`src/rtl/uart_tx_rr_sched_if.sv`:
```
// Bus between the round-robin scheduler, its byte requesters and the shared
// UART tx engine. The master modport is the scheduler side.
interface uart_tx_rr_sched_if #(
  parameter int NUM_REQ = 4
);
  localparam int OW = $clog2(NUM_REQ);

  logic [NUM_REQ-1:0]   req;
  logic [8*NUM_REQ-1:0] data;
  logic [NUM_REQ-1:0]   gnt;
  logic [NUM_REQ-1:0]   done;
  logic                 timeout;
  logic [OW-1:0]        owner;
  logic                 busy;
  logic                 tx_start;
  logic [7:0]           tx_data;
  logic                 tx_finish;
  logic                 tx_busy;

  modport master (
    input  req, data, tx_finish, tx_busy,
    output gnt, done, timeout, owner, busy, tx_start, tx_data
  );

  modport slave (
    output req, data, tx_finish, tx_busy,
    input  gnt, done, timeout, owner, busy, tx_start, tx_data
  );
endinterface

```
`src/rtl/uart_tx_rr_sched.sv`:
```
// Round-robin scheduler sharing one single-byte UART tx engine between
// NUM_REQ requesters, with an optional post-byte idle gap and a completion
// watchdog.
//
// state  | meaning
// IDLE   | arbitrate pending requests while the engine is not busy
// LAUNCH | one cycle: engine start strobe and grant pulse to the owner
// WAIT   | wait for the engine finish pulse; watchdog counts here
// GAP    | enforced idle cycles after a completed byte
module uart_tx_rr_sched #(
  parameter int NUM_REQ        = 4,
  parameter int GAP_CYCLES     = 0,
  parameter int TIMEOUT_CYCLES = 0
) (
  input logic               clk,
  input logic               rst,
  uart_tx_rr_sched_if.master bus
);
  localparam int OW = $clog2(NUM_REQ);
  localparam logic [NUM_REQ-1:0] ONE = NUM_REQ'(1);

  typedef enum logic [1:0] {IDLE, LAUNCH, WAIT, GAP} state_t;

  state_t        state;
  logic [31:0]   wd_cnt;
  logic [31:0]   gap_cnt;
  logic [31:0]   wd_inc;
  logic [31:0]   gap_inc;
  logic [OW-1:0] win;
  logic [OW-1:0] cand;

  // Saturating increments so a long stall can never wrap a counter.
  assign wd_inc  = (wd_cnt  == 32'hFFFF_FFFF) ? wd_cnt  : wd_cnt  + 32'd1;
  assign gap_inc = (gap_cnt == 32'hFFFF_FFFF) ? gap_cnt : gap_cnt + 32'd1;

  // Winner: first set request after the last owner, wrapping. The scan runs
  // from the farthest candidate back so the nearest one is assigned last.
  // The last owner doubles as the round-robin pointer.
  always_comb begin
    win  = bus.owner;
    cand = bus.owner;
    for (int k = NUM_REQ; k >= 1; k--) begin
      cand = OW'((32'(bus.owner) + 32'(k)) % 32'(NUM_REQ));
      if (bus.req[cand]) win = cand;
    end
  end

  // Scheduler FSM; every output is registered here.
  always_ff @(posedge clk) begin
    if (rst) begin
      state        <= IDLE;
      wd_cnt       <= '0;
      gap_cnt      <= '0;
      bus.gnt      <= '0;
      bus.done     <= '0;
      bus.timeout  <= 1'b0;
      bus.owner    <= OW'(NUM_REQ - 1);
      bus.busy     <= 1'b0;
      bus.tx_start <= 1'b0;
      bus.tx_data  <= 8'h00;
    end else begin
      bus.gnt      <= '0;
      bus.done     <= '0;
      bus.timeout  <= 1'b0;
      bus.tx_start <= 1'b0;
      case (state)
        IDLE: begin
          if ((|bus.req) && !bus.tx_busy) begin
            bus.owner    <= win;
            bus.tx_data  <= bus.data[{win, 3'b000} +: 8];
            bus.tx_start <= 1'b1;
            bus.gnt      <= ONE << win;
            bus.busy     <= 1'b1;
            state        <= LAUNCH;
          end
        end
        LAUNCH: begin
          wd_cnt <= '0;
          state  <= WAIT;
        end
        WAIT: begin
          // A finish in the same cycle the watchdog expires takes priority.
          if (bus.tx_finish) begin
            bus.done <= ONE << bus.owner;
            if (GAP_CYCLES > 0) begin
              gap_cnt <= '0;
              state   <= GAP;
            end else begin
              bus.busy <= 1'b0;
              state    <= IDLE;
            end
          end else if (TIMEOUT_CYCLES != 0 && wd_inc == 32'(TIMEOUT_CYCLES)) begin
            bus.timeout <= 1'b1;
            bus.busy    <= 1'b0;
            state       <= IDLE;
          end else begin
            wd_cnt <= wd_inc;
          end
        end
        GAP: begin
          if (gap_inc >= 32'(GAP_CYCLES)) begin
            bus.busy <= 1'b0;
            state    <= IDLE;
          end else begin
            gap_cnt <= gap_inc;
          end
        end
        default: state <= IDLE;
      endcase
    end
  end
endmodule
```
`src/flat_wrapper.sv`:
```
// flat-port wrapper written by rule: the top's interface ports become plain ports
module uart_tx_rr_sched_flat 
#(
  parameter int NUM_REQ        = 4,
  parameter int GAP_CYCLES     = 0,
  parameter int TIMEOUT_CYCLES = 0
)
  (clk, rst, bus_req, bus_data, bus_tx_finish, bus_tx_busy, bus_gnt, bus_done, bus_timeout, bus_owner, bus_busy, bus_tx_start, bus_tx_data);
  uart_tx_rr_sched_if #(.NUM_REQ(NUM_REQ)) bus_i ();
  input logic clk;
  input logic rst;
  input wire logic [$bits(bus_i.req)-1:0] bus_req;
  input wire logic [$bits(bus_i.data)-1:0] bus_data;
  input wire logic [$bits(bus_i.tx_finish)-1:0] bus_tx_finish;
  input wire logic [$bits(bus_i.tx_busy)-1:0] bus_tx_busy;
  output wire logic [$bits(bus_i.gnt)-1:0] bus_gnt;
  output wire logic [$bits(bus_i.done)-1:0] bus_done;
  output wire logic [$bits(bus_i.timeout)-1:0] bus_timeout;
  output wire logic [$bits(bus_i.owner)-1:0] bus_owner;
  output wire logic [$bits(bus_i.busy)-1:0] bus_busy;
  output wire logic [$bits(bus_i.tx_start)-1:0] bus_tx_start;
  output wire logic [$bits(bus_i.tx_data)-1:0] bus_tx_data;
  assign bus_i.req = bus_req;
  assign bus_i.data = bus_data;
  assign bus_i.tx_finish = bus_tx_finish;
  assign bus_i.tx_busy = bus_tx_busy;
  assign bus_gnt = bus_i.gnt;
  assign bus_done = bus_i.done;
  assign bus_timeout = bus_i.timeout;
  assign bus_owner = bus_i.owner;
  assign bus_busy = bus_i.busy;
  assign bus_tx_start = bus_i.tx_start;
  assign bus_tx_data = bus_i.tx_data;
  uart_tx_rr_sched #(.NUM_REQ(NUM_REQ), .GAP_CYCLES(GAP_CYCLES), .TIMEOUT_CYCLES(TIMEOUT_CYCLES)) u_core (.clk(clk), .rst(rst), .bus(bus_i));
endmodule
```
`config.mk`:
```
export PLATFORM = sky130hd
export DESIGN_NAME = uart_tx_rr_sched_flat
export DESIGN_NICKNAME = d
export VERILOG_FILES = /design/src/rtl/uart_tx_rr_sched_if.sv /design/src/rtl/uart_tx_rr_sched.sv /design/src/flat_wrapper.sv
export SDC_FILE = /design/constraint.sdc
export NUM_CORES = 1
export LEC_CHECK = 0
export ABC_CLOCK_PERIOD_IN_PS = 2000
export BUFFER_PORTS_ARGS = -buffer_cell sky130_fd_sc_hd__buf_2
export CAP_MARGIN = 20
export CORE_ASPECT_RATIO = 1.4
export CORE_MARGIN = 2
export CORE_UTILIZATION = 40
export DETAILED_ROUTE_END_ITERATION = 16
export GPL_ROUTABILITY_DRIVEN = 0
export HOLD_SLACK_MARGIN = 0.12
export PLACE_DENSITY_LB_ADDON = 0.1
export REMOVE_ABC_BUFFERS = 1
export SKIP_LAST_GASP = 1
export SYNTH_ARGS = -nofsm -noshare
export SYNTH_HDL_FRONTEND = slang
export SYNTH_SLANG_ARGS = --single-unit
```
`constraint.sdc`:
```
create_clock -name clk -period 2 [get_ports clk]
set_input_delay 0.5 -clock clk [delete_from_list [all_inputs] [get_ports clk]]
set_output_delay 0.5 -clock clk [all_outputs]
set_load 0.05 [all_outputs]
```
==> summary.md <==
| Metric | Value |
|---|---|
| Synth async-reset ratio | 0% |
| Share of layout cells above drive strength 1 | 43.6% |
| 1st-iter DRT viols | 20 |
| Total grt overflow | 0 |
| Peak supply drop | 0.000533 V |
| Postcts setup bufs | 0 |
| Yosys cell types | 32 |
| # IOs | 61 |
| CP startpoint kind | register |
| Detailed placement HPWL | 2160 um |
| Initial antenna violation count | 0 |
| CP max FO | 11 |
| R2R depth | 5 |
| Sequential Power Share | 40.9% |
| Global Route Usage Sum | 17.4% |
| Tmin final | 1810 ps |
| Combinational cell fraction of total power | 32.0% |
| Nets | 229 |
| DRT Wirelength | 2690 um |
| Via Count | 1139 |
| Flops & latches, synth | 22 |
| Root Buffer | clkbuf_4 |
| Clock transition at path regs | 120 ps |
| Final hold slack | 392 ps |
| Sw frac | 33.4% |
| Clk_skew | 5.44 ps |
| RSZ-0062 raised after global routing | no |
| Vias in the first global route | 1107 |
| Crit path buffers/inverters | 0 |
| Die height | 66.4 um |
| Initial Util | 42.1% |
| Cell Count, Final, Fillers Out | 224 |
| Top Family by Delay on Critical Path | compound AO/OA/AOI/OAI gates |
| Outcome | complete, no violations |
| Sw power | 0.412 mW |
| Hold crit path type | in -> reg |
| Die area | 3220 um^2 |
| Ys flop type | dfxtp_1 |
| Post-place instance area | 1480 um^2 |
| Commonest non-fill, non-tap cell in the layout | buf_2 |
| Placed Cells | 220 |
| Worst hold endpoint | u_core.bus.tx_data[7]$_SDFFE_PP0P_ |
| Sink Count | 22 |
| PD cells | 803 nW/um^2 |
| Hold Buf Count CTS | 0 |
| DIE WIDTH | 48.6 um |
| DR pass1 iterations | 4 |
| Remaining DRCs | 0 |
| Synth warn | 0 |
| Area growth syn-to-layout | 37.7% |
| Largest net degree at the start of global routing | 14 |
| Final TNS setup | 0 ps |
| Cells after synthesis | 123 |
| Mean routed wirelength per cell | 12.0 um |
| I/O Buffers | 59 |
| Critical Path AT | 2060 ps |
| Row count | 22 |
| Clk buf depth | 2 |
| Vias/cell | 5.08 |
| Hold path cells | 2 |
| CP max-delay cell | dfxtp_1 |
| Final Hold Vio Count | 0 |
| CTS tree | yes |
| Design internal power | 0.819 mW |
| Max Cap Violations | 0 |
| Core Area | 2640 um^2 |
| P_leak | 0.755 nW |
| Most frequent cells in the layout | 59 x buf_2, 22 x dfxtp_1, 20 x nand3_1 |
| Global-route wire length before repair | 4490 um |
| Diodes inserted | 0 |
| CTS HTree Levels | 1 |
| Kind of end point of the critical path | register |
| RR Endpoint | u_core.bus.tx_data[1]$_SDFFE_PP0P_ |
| Seq/Total Area, Yosys | 39.6% |
| Clk pwr share | 27.1% |
| Post-synth EDFFs | 0 |
| Required @ worst endpoint | 2250 ps |
| Synth Cell Area | 1110 um^2 |
| Period Utilization, post-route | 90.5% |
| Post-CTS Resized | 0 |
| Fill cells | 253 |
| Final Core Density | 58.0% |
| Reg2reg start | u_core.bus.owner[0]$_SDFFE_PP1P_ |
| CTS Buf Count | 3 |
| Slew Limit Fails | 0 |
| Worst path max stage delay | 560 ps |
| Reg2reg setup slack | 190 ps |
| Final setup vio count | 0 |
| Skew-Pair Late Insertion Delay | 300 ps |
| Average size of a mapped cell | 9.04 um^2 |
| Hold Startpoint | bus_data[7] |
| Post-route antenna net violation count | 0 |
| Setup Crit Path Kind | reg -> reg |
| Final Cell Area | 1530 um^2 |
| Crit-path cells | nand2b_1 > a21o_1 > a311oi_4 > a22o_1 > a211o_1 |
| Max Fclk | 553 MHz |
==> synthesized netlist by cell type (2+ instances only) <==
master    instances  area (um^2)
inv_1             2         7.51
nor2_1            7         26.3
dfxtp_1          22          440
a21o_1            3         22.5
nand2_1           6         22.5
a22oi_1           5         37.5
and3_1            2         12.5
buf_2             6         30.0
nor3_1            2         10.0
a21oi_1           6         30.0
mux2i_1           2         20.0
nand2b_1          6         37.5
o31ai_1           3         22.5
a211o_1           4         35.0
mux2_2            5         56.3
nand4_1           3         18.8
nand3_1          20          100
nand3b_1          2         15.0
nor4_1            2         12.5
a22o_1            3         26.3
==> kinds of logic after synthesis <==
family	Yosys count	synth area share [%]
compound gates	27	20.4
buf+inv	10	5.06
flops	22	39.6
mux	7	6.86
other cells	1	0.337
simple gates	56	27.8
==> flip-flops by register name (all words and copies together) (netlist names) <==
signal	count
u_core.bus.busy	1
u_core.bus.done	4
u_core.bus.gnt	4
u_core.bus.owner	2
u_core.bus.tx_data	8
u_core.bus.tx_start	1
u_core.state	2
==> worst max-delay path by stage <==
| stage | startpoint | to | slack [ps] | cells after the start |
|---|---|---|---|---|
| floorplan | u_core.bus.owner[1]$_SDFFE_PP1P_ | u_core.bus.tx_data[3]$_SDFFE_PP0P_ | -180 | 5 |
| global placement | bus_req[3] | u_core.bus.tx_data[1]$_SDFFE_PP0P_ | 80 | 6 |
| detailed placement | bus_req[3] | u_core.bus.tx_data[1]$_SDFFE_PP0P_ | 30 | 6 |
| CTS | u_core.bus.owner[0]$_SDFFE_PP1P_ | u_core.bus.tx_data[1]$_SDFFE_PP0P_ | 180 | 5 |
| global route | u_core.bus.owner[0]$_SDFFE_PP1P_ | u_core.bus.tx_data[4]$_SDFFE_PP0P_ | 70 | 5 |
| finish | u_core.bus.owner[0]$_SDFFE_PP1P_ | u_core.bus.tx_data[1]$_SDFFE_PP0P_ | 190 | 5 |
==> area by class of cell <==
cell class	count	area (um^2)	area share, %
Clock buffer	3	22.5	1.47
Clock inverter	1	30.0	1.96
Inverter	2	7.51	0.490
Multi-Input combinational cell	91	616	40.2
Sequential cell	22	440	28.8
Tap cell	36	45.0	2.94
Timing Repair Buffer	69	370	24.2
==> power by group through the flow <==
| stage | Clock, mW | Sequential (mW) | Combinational, mW |
|---|---|---|---|
| after floorplan | 0 | 0.630 | 0.136 |
| after global placement | 0 | 0.511 | 0.390 |
| after detailed placement | 0 | 0.512 | 0.396 |
| after CTS | 0.345 | 0.503 | 0.397 |
| after global routing | 0.358 | 0.509 | 0.420 |
| final | 0.333 | 0.503 | 0.394 |
==> metrics by stage <==
stage / setup slack, ps / power (mW)
floorplan: -179 / 0.766
global placement: 83.9 / 0.902
detailed placement: 30.9 / 0.908
CTS: 181 / 1.24
global route: 67.4 / 1.29
finish: 190 / 1.23
==> per-layer routing <==
metal	vias to the layer above	global-route usage, %	share of wire, %
met5	-	0	0
met4	0	7.50	0.89
li1	585	-	-
met3	2	2.26	5.1
met2	38	33.5	54
met1	514	18.9	40
(Power assumes the default switching activity.)
